File: src/rtl/div_pkg.sv
// Shared types and constants for the shared restoring-division engine.
package div_pkg;

   typedef enum logic [1:0] {
      StIdle = 2'd0,
      StBusy = 2'd1,
      StDone = 2'd2
   } state_e;

   localparam int unsigned DIV_WIDTH = 4;

   // Quotient reported when the divisor is zero
   localparam logic [DIV_WIDTH-1:0] DIV0_QUOT = '1;

endpackage

File: src/rtl/div_scheduler_if.sv
// Request/response bundle between the requesters, the divider and the writeback consumer.
interface div_scheduler_if
   import div_pkg::*;
#(
   parameter int unsigned WIDTH = DIV_WIDTH,
   parameter int unsigned NREQ  = 2
);
   localparam int unsigned IdW = $clog2(NREQ);

   logic [NREQ-1:0]       req_valid;
   logic [NREQ-1:0]       req_ready;
   logic [NREQ*WIDTH-1:0] req_dividend;
   logic [NREQ*WIDTH-1:0] req_divisor;
   logic                  rsp_valid;
   logic                  rsp_ready;
   logic [IdW-1:0]        rsp_id;
   logic [WIDTH-1:0]      rsp_quotient;
   logic [WIDTH-1:0]      rsp_remainder;
   logic                  rsp_div0;

   modport master (
      output req_valid, req_dividend, req_divisor, rsp_ready,
      input  req_ready, rsp_valid, rsp_id, rsp_quotient, rsp_remainder, rsp_div0
   );

   modport slave (
      input  req_valid, req_dividend, req_divisor, rsp_ready,
      output req_ready, rsp_valid, rsp_id, rsp_quotient, rsp_remainder, rsp_div0
   );

endinterface

File: src/rtl/rr_arbiter.sv
// Round-robin grant: first asserted request at or above ptr_i, wrapping modulo NREQ.
module rr_arbiter #(
   parameter int unsigned NREQ = 2
) (
   input  logic [NREQ-1:0]         req_i,
   input  logic [$clog2(NREQ)-1:0] ptr_i,
   input  logic                    en_i,
   output logic [NREQ-1:0]         gnt_o,
   output logic [$clog2(NREQ)-1:0] idx_o,
   output logic                    any_o
);
   localparam int unsigned IdW = $clog2(NREQ);

   int unsigned cand;

   always_comb begin
      gnt_o = '0;
      idx_o = '0;
      any_o = 1'b0;
      cand  = 0;
      for (int unsigned k = 0; k < NREQ; k++) begin
         cand = (32'(ptr_i) + k) % NREQ;
         if (en_i && !any_o && req_i[cand]) begin
            any_o       = 1'b1;
            gnt_o[cand] = 1'b1;
            idx_o       = IdW'(cand);
         end
      end
   end

endmodule

File: src/rtl/div_scheduler.sv
// Shared multi-cycle restoring divider, one quotient bit per clock, round-robin arbitrated.
// Optional DIV_EARLY_EXIT_EN: dividend < divisor completes on the accept edge.
module div_scheduler
   import div_pkg::*;
#(
   parameter int unsigned WIDTH = DIV_WIDTH,
   parameter int unsigned NREQ  = 2
) (
   input logic            clk,
   input logic            rst,
   div_scheduler_if.slave bus
);
   localparam int unsigned IdW  = $clog2(NREQ);
   localparam int unsigned CntW = $clog2(WIDTH + 1);

   state_e           state_q, state_d;
   logic [IdW-1:0]   ptr_q, ptr_d;
   logic [IdW-1:0]   id_q, id_d;
   logic [WIDTH-1:0] dvs_q, dvs_d;
   logic [WIDTH-1:0] quo_q, quo_d;
   // Partial remainder always ends each step below the divisor, so WIDTH bits hold it
   logic [WIDTH-1:0] rem_q, rem_d;
   logic [CntW-1:0]  cnt_q, cnt_d;
   logic [IdW-1:0]   rsp_id_q, rsp_id_d;
   logic [WIDTH-1:0] rsp_quo_q, rsp_quo_d;
   logic [WIDTH-1:0] rsp_rem_q, rsp_rem_d;
   logic             rsp_div0_q, rsp_div0_d;

   logic [NREQ-1:0]  gnt;
   logic [IdW-1:0]   gnt_idx;
   logic             gnt_any;
   logic [WIDTH-1:0] sel_dvd, sel_dvs;
   logic [WIDTH:0]   rem_sh;
   logic [WIDTH-1:0] quo_sh;

   rr_arbiter #(
      .NREQ (NREQ)
   ) u_arb (
      .req_i (bus.req_valid),
      .ptr_i (ptr_q),
      .en_i  (state_q == StIdle),
      .gnt_o (gnt),
      .idx_o (gnt_idx),
      .any_o (gnt_any)
   );

   always_comb begin
      sel_dvd    = bus.req_dividend[int'(gnt_idx)*WIDTH +: WIDTH];
      sel_dvs    = bus.req_divisor[int'(gnt_idx)*WIDTH +: WIDTH];
      state_d    = state_q;
      ptr_d      = ptr_q;
      id_d       = id_q;
      dvs_d      = dvs_q;
      quo_d      = quo_q;
      rem_d      = rem_q;
      cnt_d      = cnt_q;
      rsp_id_d   = rsp_id_q;
      rsp_quo_d  = rsp_quo_q;
      rsp_rem_d  = rsp_rem_q;
      rsp_div0_d = rsp_div0_q;

      // One restoring step on {R,Q}
      rem_sh = {rem_q, quo_q[WIDTH-1]};
      quo_sh = {quo_q[WIDTH-2:0], 1'b0};
      if (rem_sh >= {1'b0, dvs_q}) begin
         rem_sh    = rem_sh - {1'b0, dvs_q};
         quo_sh[0] = 1'b1;
      end

      unique case (state_q)
         StIdle: begin
            if (gnt_any) begin
               id_d  = gnt_idx;
               dvs_d = sel_dvs;
               quo_d = sel_dvd;
               rem_d = '0;
               cnt_d = '0;
               ptr_d = (gnt_idx == IdW'(NREQ - 1)) ? '0 : gnt_idx + 1'b1;
               if (sel_dvs == '0) begin
                  state_d    = StDone;
                  rsp_id_d   = gnt_idx;
                  rsp_quo_d  = {WIDTH{DIV0_QUOT[0]}};
                  rsp_rem_d  = sel_dvd;
                  rsp_div0_d = 1'b1;
               end
`ifdef DIV_EARLY_EXIT_EN
               else if (sel_dvd < sel_dvs) begin
                  state_d    = StDone;
                  rsp_id_d   = gnt_idx;
                  rsp_quo_d  = '0;
                  rsp_rem_d  = sel_dvd;
                  rsp_div0_d = 1'b0;
               end
`endif
               else begin
                  state_d = StBusy;
               end
            end
         end
         StBusy: begin
            rem_d = rem_sh[WIDTH-1:0];
            quo_d = quo_sh;
            cnt_d = cnt_q + 1'b1;
            if (cnt_q == CntW'(WIDTH - 1)) begin
               state_d    = StDone;
               rsp_id_d   = id_q;
               rsp_quo_d  = quo_sh;
               rsp_rem_d  = rem_sh[WIDTH-1:0];
               rsp_div0_d = 1'b0;
            end
         end
         StDone: begin
            if (bus.rsp_ready) state_d = StIdle;
         end
         default: state_d = StIdle;
      endcase
   end

   always_ff @(posedge clk) begin
      if (rst) begin
         state_q    <= StIdle;
         ptr_q      <= '0;
         id_q       <= '0;
         dvs_q      <= '0;
         quo_q      <= '0;
         rem_q      <= '0;
         cnt_q      <= '0;
         rsp_id_q   <= '0;
         rsp_quo_q  <= '0;
         rsp_rem_q  <= '0;
         rsp_div0_q <= 1'b0;
      end else begin
         state_q    <= state_d;
         ptr_q      <= ptr_d;
         id_q       <= id_d;
         dvs_q      <= dvs_d;
         quo_q      <= quo_d;
         rem_q      <= rem_d;
         cnt_q      <= cnt_d;
         rsp_id_q   <= rsp_id_d;
         rsp_quo_q  <= rsp_quo_d;
         rsp_rem_q  <= rsp_rem_d;
         rsp_div0_q <= rsp_div0_d;
      end
   end

   assign bus.req_ready     = gnt;
   assign bus.rsp_valid     = (state_q == StDone);
   assign bus.rsp_id        = rsp_id_q;
   assign bus.rsp_quotient  = rsp_quo_q;
   assign bus.rsp_remainder = rsp_rem_q;
   assign bus.rsp_div0      = rsp_div0_q;

endmodule
File: src/flat_wrapper.sv
// flat-port wrapper written by rule: the top's interface ports become plain ports
module div_scheduler_flat import div_pkg::*;
#(
   parameter int unsigned WIDTH = DIV_WIDTH,
   parameter int unsigned NREQ  = 2
)
  (clk, rst, bus_req_valid, bus_req_dividend, bus_req_divisor, bus_rsp_ready, bus_req_ready, bus_rsp_valid, bus_rsp_id, bus_rsp_quotient, bus_rsp_remainder, bus_rsp_div0);
  div_scheduler_if #(.WIDTH(WIDTH), .NREQ(NREQ)) bus_i ();
  input logic clk;
  input logic rst;
  input wire logic [$bits(bus_i.req_valid)-1:0] bus_req_valid;
  input wire logic [$bits(bus_i.req_dividend)-1:0] bus_req_dividend;
  input wire logic [$bits(bus_i.req_divisor)-1:0] bus_req_divisor;
  input wire logic [$bits(bus_i.rsp_ready)-1:0] bus_rsp_ready;
  output wire logic [$bits(bus_i.req_ready)-1:0] bus_req_ready;
  output wire logic [$bits(bus_i.rsp_valid)-1:0] bus_rsp_valid;
  output wire logic [$bits(bus_i.rsp_id)-1:0] bus_rsp_id;
  output wire logic [$bits(bus_i.rsp_quotient)-1:0] bus_rsp_quotient;
  output wire logic [$bits(bus_i.rsp_remainder)-1:0] bus_rsp_remainder;
  output wire logic [$bits(bus_i.rsp_div0)-1:0] bus_rsp_div0;
  assign bus_i.req_valid = bus_req_valid;
  assign bus_i.req_dividend = bus_req_dividend;
  assign bus_i.req_divisor = bus_req_divisor;
  assign bus_i.rsp_ready = bus_rsp_ready;
  assign bus_req_ready = bus_i.req_ready;
  assign bus_rsp_valid = bus_i.rsp_valid;
  assign bus_rsp_id = bus_i.rsp_id;
  assign bus_rsp_quotient = bus_i.rsp_quotient;
  assign bus_rsp_remainder = bus_i.rsp_remainder;
  assign bus_rsp_div0 = bus_i.rsp_div0;
  div_scheduler #(.WIDTH(WIDTH), .NREQ(NREQ)) u_core (.clk(clk), .rst(rst), .bus(bus_i));
endmodule
File: config.mk
export PLATFORM = sky130hd
export DESIGN_NAME = div_scheduler_flat
export DESIGN_NICKNAME = d
export VERILOG_FILES = /design/src/rtl/div_pkg.sv /design/src/rtl/div_scheduler_if.sv /design/src/rtl/rr_arbiter.sv /design/src/rtl/div_scheduler.sv /design/src/flat_wrapper.sv
export SDC_FILE = /design/constraint.sdc
export NUM_CORES = 1
export LEC_CHECK = 0
export CORE_MARGIN = 2
export CORE_UTILIZATION = 35
export CTS_BUF_LIST = sky130_fd_sc_hd__clkbuf_4
export CTS_CLUSTER_DIAMETER = 50
export DETAILED_ROUTE_END_ITERATION = 10
export HOLD_SLACK_MARGIN = 0.12
export PLACE_DENSITY = 0.56
export SLEW_MARGIN = 20
export SYNTH_ARGS = -nofsm -noshare
export SYNTH_HDL_FRONTEND = slang
export SYNTH_SLANG_ARGS = --single-unit
File: constraint.sdc
create_clock -name clk -period 2.14 [get_ports clk]
set_input_delay 0.214 -clock clk [delete_from_list [all_inputs] [get_ports clk]]
set_output_delay 0.214 -clock clk [all_outputs]
set_load 0.02 [all_outputs]
After elaboration in Yosys (flattened, before gate mapping). Index checks and enable logic that the tools add are counted.

Register bits: 29. Bits of input ports: 21. Output and inout port bits: 13. Logic and storage cells: 87.

$add $sub $neg: 4. Magnitude comparators: 5. Eq/ne operators: 7. Shift-type cells: 2. Mux-type cells: 44. Bitwise gates (word level): 1. Reductions and logical operators: 13.

Operators with widths (number): 4-bit 2-to-1 mux (9); 4-bit case mux with 2 select lines (4); 1-bit 2-to-1 mux (18); 8-bit by 4-bit variable part select with 4-bit output (2); 2-bit 2-to-1 mux (6); 2-bit by 1-bit inequality test with 1-bit output, second input constant (3); 2-bit case mux with 3 select lines (1); 3-bit case mux with 2 select lines (1); 5-bit by 4-bit greater-or-equal comparator with 1-bit output (1); 1-bit logical AND (5); 4-bit zero test (1); 1-bit by 2-bit less-than comparator with 1-bit output, second input constant (2); 1-bit case mux with 2 select lines (2); 2-bit AND reduction (2); 4-bit AND reduction (1); 4-bit subtractor (1); 3-bit by 1-bit adder with 3-bit output, second input constant (1); 3-bit by 2-bit equality test with 1-bit output, second input constant (1); 3-bit 2-to-1 mux (1); 3-bit AND reduction (1); 1-bit adder, second input constant (2); 1-bit demux with 1-bit select (2); 2-bit by 1-bit equality test with 1-bit output, second input constant (1); 2-bit equality test, second input constant (1); other kinds (6) (7).

Depth between registers and ports, before layout. Gate-level depths: netlist (run 1).

Word-level depth: 13. Mapped depth: 9. Mapped depth without buffers: 7.

Modules after synthesis. Synthesis (run 1) repeated with hierarchy kept, for this count alone.

Cell total of the unflattened synthesis: 186. Area, all modules: 1556.5 um^2.

Modules (own cells, without submodules): div_scheduler (instances 1, cells an instance 179, area an instance 1522.7 um^2, seq. area each 580.6 um^2); rr_arbiter (instances 1, cells an instance 7, area an instance 33.8 um^2, seq. area each 0.0 um^2).

Worst setup path before layout (run 1). OpenSTA, ideal clock, no wires.

Kind: flip-flop to flip-flop. From: reg u_core.quo_q[3]. To: reg u_core.rsp_rem_q[2] (netlist: u_core.bus.rsp_remainder[2]). Setup time: 0.091 ns. Arrival time: 1.769 ns. Data required time: 2.049 ns. Setup slack: 0.280 ns. Cell stages (with the launch flop): 8. Path buffers: 0. Clock period less this slack: 1.860 ns. Cell sequence: dfxtp_1 > inv_1 > ha_1 > fa_1 > xor2_1 > a2111oi_0 > a31oi_1 > a311oi_1.

Word-level cells in the longest chain between the ends: 4. Elaborated cells on any way between the ends: 5. Classes of those cells: add/sub (1); order compare (1); mux (3).

RTL lines: start, declared (RTL line div_scheduler.sv:20) `logic [WIDTH-1:0] quo_q, quo_d;`; start signal, assigned (RTL line div_scheduler.sv:137) `quo_q <= quo_d;`; 4-bit subtractor / 5-bit by 4-bit greater-or-equal comparator with 1-bit output (equally long branches) (RTL line div_scheduler.sv:66, div_scheduler.sv:65); 4-bit 2-to-1 mux (*) (RTL line div_scheduler.sv:65) `if (rem_sh >= {1'b0, dvs_q}) begin`; 4-bit 2-to-1 mux (*) (RTL line div_scheduler.sv:104) `if (cnt_q == CntW'(WIDTH - 1)) begin`; 4-bit case mux with 2 select lines (*) (RTL line div_scheduler.sv:70) `unique case (state_q)`; end signal, assigned (RTL line div_scheduler.sv:142) `rsp_rem_q <= rsp_rem_d;`; end, declared (RTL line div_scheduler.sv:26) `logic [WIDTH-1:0] rsp_rem_q, rsp_rem_d;`.

Mark *: on every way between the ends. The rest lies on a longest branch, timed or not. The select of a mux whose other input is x is not followed. A chain may end at the register's enable or synchronous reset.

Final worst setup path (run 1). Same ends and word-level chain as after synthesis.

==> results of run 1 <==
-- cell usage after synthesis (2+ instances only) --
master and instances:
nand3_1 5, or2_2 2, o21ai_0 8, inv_1 7, a211oi_1 9, o21a_1 2
clkbuf_1 5, nor2_1 30, o211a_1 2, ha_1 6, nand2b_1 3, dfxtp_1 29
a22oi_1 4, a31oi_1 5, a21oi_1 18, nand2_1 18, nor3_1 4, nor2b_1 5
nor4_1 3, a311oi_1 6
-- flip-flops by register name (all words and copies together), names as in the netlist --
| signal | cells |
|---|---|
| u_core.bus.rsp_remainder | 4 |
| u_core.rem_q | 4 |
| u_core.dvs_q | 4 |
| u_core.state_q | 2 |
| u_core.bus.rsp_id | 1 |
| u_core.id_q | 1 |
| u_core.bus.rsp_div0 | 1 |
| u_core.cnt_q | 3 |
| u_core.ptr_q | 1 |
| u_core.bus.rsp_quotient | 4 |
| u_core.quo_q | 4 |
-- worst min path at each step --
| stage | slack, ps | endpoint | cells past startpoint | start |
|---|---|---|---|---|
| after floorplan | 370 | u_core.dvs_q[0]$_SDFFE_PP0P_ | 2 | bus_req_divisor[4] |
| after global placement | 460 | u_core.cnt_q[1]$_SDFFE_PP0P_ | 2 | u_core.cnt_q[1]$_SDFFE_PP0P_ |
| after detailed placement | 470 | u_core.cnt_q[1]$_SDFFE_PP0P_ | 2 | u_core.cnt_q[1]$_SDFFE_PP0P_ |
| after CTS | 460 | u_core.dvs_q[2]$_SDFFE_PP0P_ | 3 | bus_req_divisor[2] |
| after global routing | 430 | u_core.id_q$_SDFFE_PP0P_ | 3 | bus_req_valid[1] |
| final | 400 | u_core.id_q$_SDFFE_PP0P_ | 3 | bus_req_valid[1] |
-- critical path, stage by stage, from the launching register on --
cell and delay [ps]:
dfxtp_1 340, inv_1 60, ha_1 240, fa_1 470
nor4_1 360, a2111oi_2 100, a31oi_1 230, a311oi_1 120
-- layer usage --
metal	GRT usage, %	vias to the layer above
li1	-	777
met1	23.5	723
met2	30.2	47
met3	4.99	15
met4	7.97	0
met5	0	-
-- area by class of cell --
type	instances	area (um2)
clock inverter	2	10.0
clock buffer	6	45.0
fill	456	2260
multi-input combinational	146	905
sequential	29	581
timing repair buffer	43	423
tap	52	65.1
inverter	8	35.0
-- power by group through the flow --
stage	Clock, mW	Combinational [mW]	Sequential (mW)
2_1_floorplan	0	0.552	0.752
3_3_place_gp	0	0.886	0.721
3_5_place_dp	0	0.897	0.722
4_1_cts	0.351	0.901	0.710
5_1_grt	0.378	1.01	0.724
6_report	0.340	0.920	0.711
-- stage by stage --
step	area, um2	hold slack [ps]	cells	total power, mW
3_3_place_gp	1990	460	278	1.61
2_1_floorplan	1570	373	191	1.30
5_1_grt	2060	428	286	2.11
3_5_place_dp	1990	465	278	1.62
4_1_cts	2050	465	286	1.96
6_report	2060	402	286	1.97
-- logic make-up (layout without fill, tap and decap cells) --
| logic type | after synthesis | in the layout | synth area share (%) |
|---|---|---|---|
| xor gates and xnor gates | 1 | 1 | 0.559 |
| adders and majority gates | 7 | 7 | 6.07 |
| AOI/OAI and AO/OA | 59 | 59 | 25.1 |
| muxes | 2 | 2 | 1.36 |
| DFF | 29 | 29 | 37.1 |
| buffers and inverters | 16 | 59 | 5.75 |
| and+or+nand+nor | 77 | 77 | 24.1 |
==> metrics.md, run 1 <==
| Metric | Value |
|---|---|
| Status | finished, final reports clean |
| IO Port Bufs | 33 |
| Rel. slew slack | 72.8% |
| Clock share of power | 17.3% |
| Routed met1 length | 2010 um |
| Setup CP Type | flip-flop to flip-flop |
| Net switching power | 792 uW |
| Postcts setup bufs | 0 |
| Hpwl dp | 3320 um |
| Area delta synth->final | 31.7% |
| DRT antenna net count | 0 |
| Initial DRT Pass Iterations | 4 |
| R2R Path Start | u_core.quo_q[3]$_SDFFE_PP0P_ |
| Gr usage total | 18.7% |
| Crit path required time | 2350 ps |
| Tcrit/Tclk final | 94.9% |
| Max frequency | 0.493 GHz |
| Commonest non-fill, non-tap cell in the layout | clkdlybuf4s50_1 |
| Final clock skew | 10.4 ps |
| Top sig layer | met4 |
| CTS Hold Bufs | 0 |
| Met2 wire length | 2110 um |
| Pre-CTS setup slack | 35.5 ps |
| Internal Power | 1.18 mW |
| EDFF count, synth | 0 |
| Power per cell area | 956 nW/um2 |
| Syn Inst Count | 191 |
| Vias in the first global route | 1,533 |
| Post-CTS sizing | 0 |
| Clock tree buffer depth | 2 |
| Max Cap Viol | 0 |
| Synthesis-stage register bit count | 29 |
| Most frequent cells in the layout | clkdlybuf4s50_1, nor2_1, dfxtp_1 |
| Clock transition at the registers of the reported paths | 100 ps |
| Max Slew Vio Count | 0 |
| Largest fanout on the critical path | 2 |
| R2R cell count | 7 |
| Top FF cell, synth | dfxtp_1 |
| Nets | 261 |
| DR vias | 1,562 |
| DR WL met3 | 187 um |
| DRC viols | 0 |
| Most area-hungry cell type in the Yosys netlist | dfxtp_1 |
| Hold crit path type | input pin to flip-flop |
| Endpoints failing setup | 0 |
| Ranking of synthesized cells by area | dfxtp_1, nor2_1, a21oi_1 |
| Switching share of total power | 40.1% |
| Antenna cells | 0 |
| Die area | 5030 um2 |
| Post-synth top area share | 37.1% |
| Seq/Total Area, Yosys | 37.1% |
| Initial antenna violation count | 0 |
| Core ar. | 4320 um2 |
| Post-layout min period | 2030 ps |
| # rows | 24 |
| Peak VDD IR | 0.304 mV |
| Clock Latency Late Sink | 330 ps |
| Top Ports | 34 |
| Starting density of the core | 36.2% |
| Fin. Hold Viols | 0 |
| Crit path DAT | 2240 ps |
| Syn_nets | 219 |
| Die Y-Extent | 70.9 um |
| Iteration-0 DRC Markers | 60 |
| Die Wd | 70.9 um |
| Yosys warnings | 0 |
| Post-Route WL | 4420 um |
| Final worst slack | 110 ps |
| R2R setup slack | 110 ps |
| Setup TNS | 0 ps |
| Sequential Power Share | 36.1% |
| TritonCTS clock tree | built |
| Syn Area/Cell | 8.20 um2 |
| Root Buffer | clkbuf_4 |
| Routed len/inst | 15.5 um |
| H-tree depth | 2 |
| Comb pwr share | 46.7% |
| Avg Vias per Cell | 5.46 |
| Final Core Density | 47.7% |
| Unrepaired setup endpoints after global routing | no |
| First-pass GRT wire length | 7230 um |
| Critical Path Sink | u_core.bus.rsp_remainder[2]$_SDFFE_PP0P_ |
| Sink Count | 29 |
| CP endpoint kind | flip-flop |
| Distinct cells, synth | 40 |
| Layout cells sized above 1 | 12.8% |
| CTS Buf Count | 5 |
| Largest net degree at the start of global routing | 30 |
| GRT overflow | 0 |
| Routability congestion estimate | 0.870 |
| Synth async-reset ratio | 0% |
| LEAKAGE | 0.809 nW |
| CP startpoint | u_core.quo_q[3]$_SDFFE_PP0P_ |
| Least-Margin Pin Slew | 406 ps |
| Synth Cell Area | 1570 um2 |
| Kind of start point of the critical path | flip-flop |
| Reg-to-reg endpoint | u_core.bus.rsp_remainder[2]$_SDFFE_PP0P_ |
No activity file was read; power rests on OpenSTA's default activity.
==> inputs of run 2 (changes only) <==
--- a/config.mk
+++ b/config.mk
@@ -10,9 +10,9 @@
 export CTS_BUF_LIST = sky130_fd_sc_hd__clkbuf_4
 export CTS_CLUSTER_DIAMETER = 50
 export DETAILED_ROUTE_END_ITERATION = 10
+export DONT_BUFFER_PORTS = 1
 export HOLD_SLACK_MARGIN = 0.12
-export PLACE_DENSITY = 0.56
-export SLEW_MARGIN = 20
+export PLACE_DENSITY = 0.58
 export SYNTH_ARGS = -nofsm -noshare
 export SYNTH_HDL_FRONTEND = slang
 export SYNTH_SLANG_ARGS = --single-unit
==> metrics.md, run 2 (synthesis gave the netlist of run 1 again) <==
| Metric | Value |
|---|---|
| Die Y-Extent | 70.9 um |
| Max frequency | 0.497 GHz |
| Iteration-0 DRC Markers | 87 |
| Hpwl dp | 2860 um |
| H-tree depth | 2 |
| Routed len/inst | 14.9 um |
| Final worst slack | 128 ps |
| Clock transition at the registers of the reported paths | 90 ps |
| Filler cell count | 462 |
| Tcrit/Tclk final | 94.0% |
| Initial antenna violation count | 0 |
| Initial DRT Pass Iterations | 4 |
| Most frequent cells in the layout | nor2_1, dfxtp_1, nand2_1, a21oi_1, dlygate4sd3_1 |
| DP Area | 1630 um2 |
| TritonCTS clock tree | built |
| Rel. slew slack | 26.7% |
| Unrepaired setup endpoints after global routing | no |
| Max Cap Viol | 0 |
| Final Cell Area | 1840 um2 |
| LEAKAGE | 0.713 nW |
| Core ar. | 4320 um2 |
| Crit path DAT | 2240 ps |
| Area of the multi-input gates | 903 um2 |
| Root Buffer | clkbuf_4 |
| Die Wd | 70.9 um |
| Final Core Density | 42.6% |
| Nets | 238 |
| Status | finished, final reports clean |
| Top Ports | 34 |
| Clock Latency Late Sink | 330 ps |
| GRT overflow | 0 |
| Kind of start point of the critical path | flip-flop |
| IO Port Bufs | 0 |
| Max Slew Vio Count | 0 |
| Sink Count | 29 |
| Endpoints failing setup | 0 |
| FF/Latch Area | 581 um2 |
| Power per cell area | 1050 nW/um2 |
| Setup CP Type | flip-flop to flip-flop |
| Starting density of the core | 36.2% |
| Fin. Hold Viols | 0 |
| DR vias | 1,435 |
| Vias in the first global route | 1,400 |
| Largest fanout on the critical path | 2 |
| Avg Vias per Cell | 5.46 |
| First-pass GRT wire length | 6540 um |
| DRT antenna net count | 0 |
| # rows | 24 |
| Area delta synth->final | 17.5% |
| Routability congestion estimate | 0.847 |
| Antenna cells | 0 |
| Peak VDD IR | 0.404 mV |
| Cells after DPL | 242 |
| CTS Buf Count | 5 |
| Hold crit path type | input pin to flip-flop |
| Clock tree buffer depth | 2 |
| Largest net degree at the start of global routing | 30 |
| CP endpoint kind | flip-flop |
| Pre-CTS setup slack | 147 ps |
| Post-Route WL | 3920 um |
| Post-layout min period | 2010 ps |
| Final clock skew | 7.28 ps |
| Fin cells | 263 |
| Crit path required time | 2370 ps |
| Gr usage total | 16.4% |
| Layout cells sized above 1 | 12.8% |
| Setup TNS | 0 ps |
| DRC viols | 0 |
| Die area | 5030 um2 |
| Least-Margin Pin Slew | 1100 ps |
==> run 2: changes by cell type in the layout (fill, tap and decap cells not counted), moves of 2 or more <==
| cell | before | now |
|---|---|---|
| clkdlybuf4s50_1 | 31 | 0 |
| dlymetal6s2s_1 | 2 | 0 |
| dlygate4sd3_1 | 0 | 11 |
| clkinv_2 | 2 | 0 |
==> run 2: cell type report <==
type	instances	share of cell area, %
clock buffers	6	2.45
inverters	8	1.90
multi-input cells	146	49.1
clock inverters	2	1.84
flip-flops and latches	29	31.5
repair buffers	20	9.65
well taps	52	3.54
==> run 2: layer usage <==
metal	part of all wire [%]	GRT usage [%]
met5	0	0
met4	0.79	4.40
met3	6.1	5.13
met2	46	26.1
met1	47	21.6
==> run 2: power breakdown <==
part	internal, mW	switching [mW]	total [mW]
combinational	0.307	0.413	0.720
sequential	0.635	0.131	0.766
clock	0.256	0.190	0.445
total	1.20	0.733	1.93
==> run 2: metrics by stage <==
| stage | power [mW] | hold WS [ps] |
|---|---|---|
| finish | 1.93 | 170 |
| global route | 2.08 | 186 |
| CTS | 1.93 | 166 |
| detailed placement | 1.45 | 282 |
| global placement | 1.45 | 281 |
| floorplan | 1.30 | 373 |
==> run 2: final timing paths <==
kind                                     start                                  endpoint  slack, ps  cells after the start
setup / recovery  u_core.quo_q[3]$_SDFFE_PP0P_  u_core.bus.rsp_remainder[2]$_SDFFE_PP0P_        130                      7
hold / removal                bus_req_valid[1]              u_core.cnt_q[1]$_SDFFE_PP0P_        170                      3
setup reg to reg  u_core.quo_q[3]$_SDFFE_PP0P_  u_core.bus.rsp_remainder[2]$_SDFFE_PP0P_        130                      7
hold reg to reg   u_core.cnt_q[1]$_SDFFE_PP0P_              u_core.cnt_q[1]$_SDFFE_PP0P_        480                      2
==> run 2: worst max-delay path, cell delays in order, from the launching register on <==
cell	delay (ps)
dfxtp_1	340
inv_1	60
ha_1	230
fa_1	450
xor2_1	170
a2111oi_0	300
a31oi_1	110
a311oi_1	260
==> run 2: what timing repair did <==
action / 4_1_cts / 5_1_grt
resized for setup: 0 / 2
setup endpoints to repair: 0 / 2
endpoints found under the hold margin: 29 / 0
buffers inserted: 0 / 2
hold buffers: 11 / 0
==> inputs of run 3 (changes only) <==
--- a/config.mk
+++ b/config.mk
@@ -5,7 +5,7 @@
 export SDC_FILE = /design/constraint.sdc
 export NUM_CORES = 1
 export LEC_CHECK = 0
-export CORE_MARGIN = 2
+export CORE_MARGIN = 5
 export CORE_UTILIZATION = 35
 export CTS_BUF_LIST = sky130_fd_sc_hd__clkbuf_4
 export CTS_CLUSTER_DIAMETER = 50
@@ -13,6 +13,7 @@
 export DONT_BUFFER_PORTS = 1
 export HOLD_SLACK_MARGIN = 0.12
 export PLACE_DENSITY = 0.58
+export SETUP_SLACK_MARGIN = 0.5
 export SYNTH_ARGS = -nofsm -noshare
 export SYNTH_HDL_FRONTEND = slang
 export SYNTH_SLANG_ARGS = --single-unit
==> metrics.md, run 3 (synthesis gave the netlist of run 1 again) <==
| Metric | Value |
|---|---|
| Setup TNS | 0 ps |
| Crit path DAT | 2020 ps |
| TritonCTS clock tree | built |
| Clock Latency Late Sink | 330 ps |
| Final clock skew | 8.18 ps |
| Peak VDD IR | 0.479 mV |
| Initial DRT Pass Iterations | 4 |
| Die Y-Extent | 76.9 um |
| Clock transition at the registers of the reported paths | 90 ps |
| Max Cap Viol | 0 |
| DRT antenna net count | 0 |
| Rel. slew slack | 69.0% |
| Worst Hold Launch | bus_rsp_ready |
| GRT overflow | 0 |
| Area delta synth->final | 42.7% |
| Tcrit/Tclk final | 83.2% |
| Gr usage total | 15.8% |
| Final Core Density | 51.4% |
| Status | finished, final reports clean |
| Post-layout min period | 1780 ps |
| Power per cell area | 1020 nW/um2 |
| Initial antenna violation count | 0 |
| Sequential Power Share | 34.5% |
| Unrepaired setup endpoints after global routing | yes |
| LEAKAGE | 0.826 nW |
| Die area | 5910 um2 |
| Routability congestion estimate | 0.920 |
| Hpwl dp | 2950 um |
| FF/Latch Area | 602 um2 |
| Max Slew Vio Count | 0 |
| Root Buffer | clkbuf_4 |
| CP endpoint kind | flip-flop |
| Most frequent cells in the layout | nor2_1, buf_4, nand2_1, dfxtp_1, a21oi_1 |
| Endpoints failing setup | 0 |
| DR vias | 1,583 |
| Switching share of total power | 40.5% |
| Top Ports | 34 |
| IO Port Bufs | 0 |
| Post-Route WL | 5050 um |
| Hold crit path type | input pin to flip-flop |
| Area of the multi-input gates | 1130 um2 |
| CTS Buf Count | 5 |
| Max frequency | 0.562 GHz |
| Least-Margin Pin Slew | 465 ps |
| DRC viols | 0 |
| Sink Count | 29 |
| Comb pwr share | 50.7% |
| Routed len/inst | 18.2 um |
| Clock share of power | 14.9% |
| Internal Power | 1.36 mW |
| Largest net degree at the start of global routing | 30 |
| Starting density of the core | 36.0% |
| Clock tree buffer depth | 2 |
| # rows | 24 |
| First-pass GRT wire length | 7440 um |
| R2R Path Start | u_core.dvs_q[3]$_SDFFE_PP0P_ |
| Setup CP Type | flip-flop to flip-flop |
| Kind of start point of the critical path | flip-flop |
| Crit path required time | 2380 ps |
| Fin. Hold Viols | 0 |
| Avg Vias per Cell | 5.71 |
| Final Cell Area | 2240 um2 |
| Nets | 252 |
| Tot Pwr | 2.29 mW |
| Die Wd | 76.9 um |
| Commonest non-fill, non-tap cell in the layout | nor2_1 |
| Antenna cells | 0 |
| Final worst slack | 359 ps |
| CP startpoint | u_core.dvs_q[3]$_SDFFE_PP0P_ |
| H-tree depth | 2 |
| Layout cells sized above 1 | 41.3% |
| Pre-CTS setup slack | 258 ps |
| DP Area | 1630 um2 |
| Core ar. | 4350 um2 |
| Largest fanout on the critical path | 3 |
| Iteration-0 DRC Markers | 97 |
| Net switching power | 929 uW |
| Filler cell count | 397 |
| Vias in the first global route | 1,477 |
-- run 3: changes by cell type in the layout (fill, tap and decap cells not counted), moves of 3 or more --
cell and change:
dfxtp_1 -11, buf_4 +10, dfxtp_2 +8, a211oi_1 -7
a211oi_2 +7, nor2_1 -7, nor2_2 +7, ha_1 -6
ha_4 +6, dfxtp_4 +3, inv_1 -3, inv_2 +3
-- run 3: per-layer routing --
layer	track usage, %	share of wire [%]	vias up
li1	-	-	760
met1	19.5	41	754
met3	6.09	7.2	11
met4	4.37	1.7	0
met5	0	0	-
met2	25.4	50	58
-- run 3: repair_timing --
item / in CTS / in global routing
pin swaps: 17 / 20
hold endpoints to repair: 29 / 28
hold buffers: 1 / 10
setup buffers: 12 / 5
setup endpoints to repair: 20 / 21
gates cloned: 1 / 1
resized for setup: 36 / 26
-- run 3: power groups by stage --
stage	sequential [mW]	combinational (mW)	clock, mW
CTS	0.775	0.989	0.352
finish	0.790	1.16	0.341
detailed placement	0.778	0.670	0
floorplan	0.755	0.565	0
global route	0.802	1.25	0.395
global placement	0.777	0.675	0
-- run 3: critical path: stages, from the launching register on --
cell and delay, ps:
dfxtp_2 340, inv_1 70, ha_4 270, and4_4 220, nor3_2 60, a2111oi_2 390, a31oi_1 100, a311oi_1 250
-- run 3: worst paths after layout --
check	to	slack [ps]	cells after the start
worst max-delay path	u_core.bus.rsp_remainder[2]$_SDFFE_PP0P_	360	7
worst min-delay path	u_core.state_q[1]$_SDFFE_PP0P_	110	3
worst max register to register	u_core.bus.rsp_remainder[2]$_SDFFE_PP0P_	360	7
worst min register to register	u_core.id_q$_SDFFE_PP0P_	500	2
-- run 3: per-stage QoR --
| step | hold slack [ps] | cells |
|---|---|---|
| 2_1_floorplan | 373 | 191 |
| 3_3_place_gp | 281 | 239 |
| 3_5_place_dp | 282 | 239 |
| 4_1_cts | -74.2 | 261 |
| 5_1_grt | 137 | 277 |
| 6_report | 111 | 277 |
-- run 3: final cells by class --
type                    instances  area share, %
repair buffers                 34           15.7
flip-flops and latches         29           26.9
clock inverters                 2          0.448
multi-input cells             146           50.5
inverters                       8           1.57
clock buffers                   6           2.01
well taps                      52           2.91
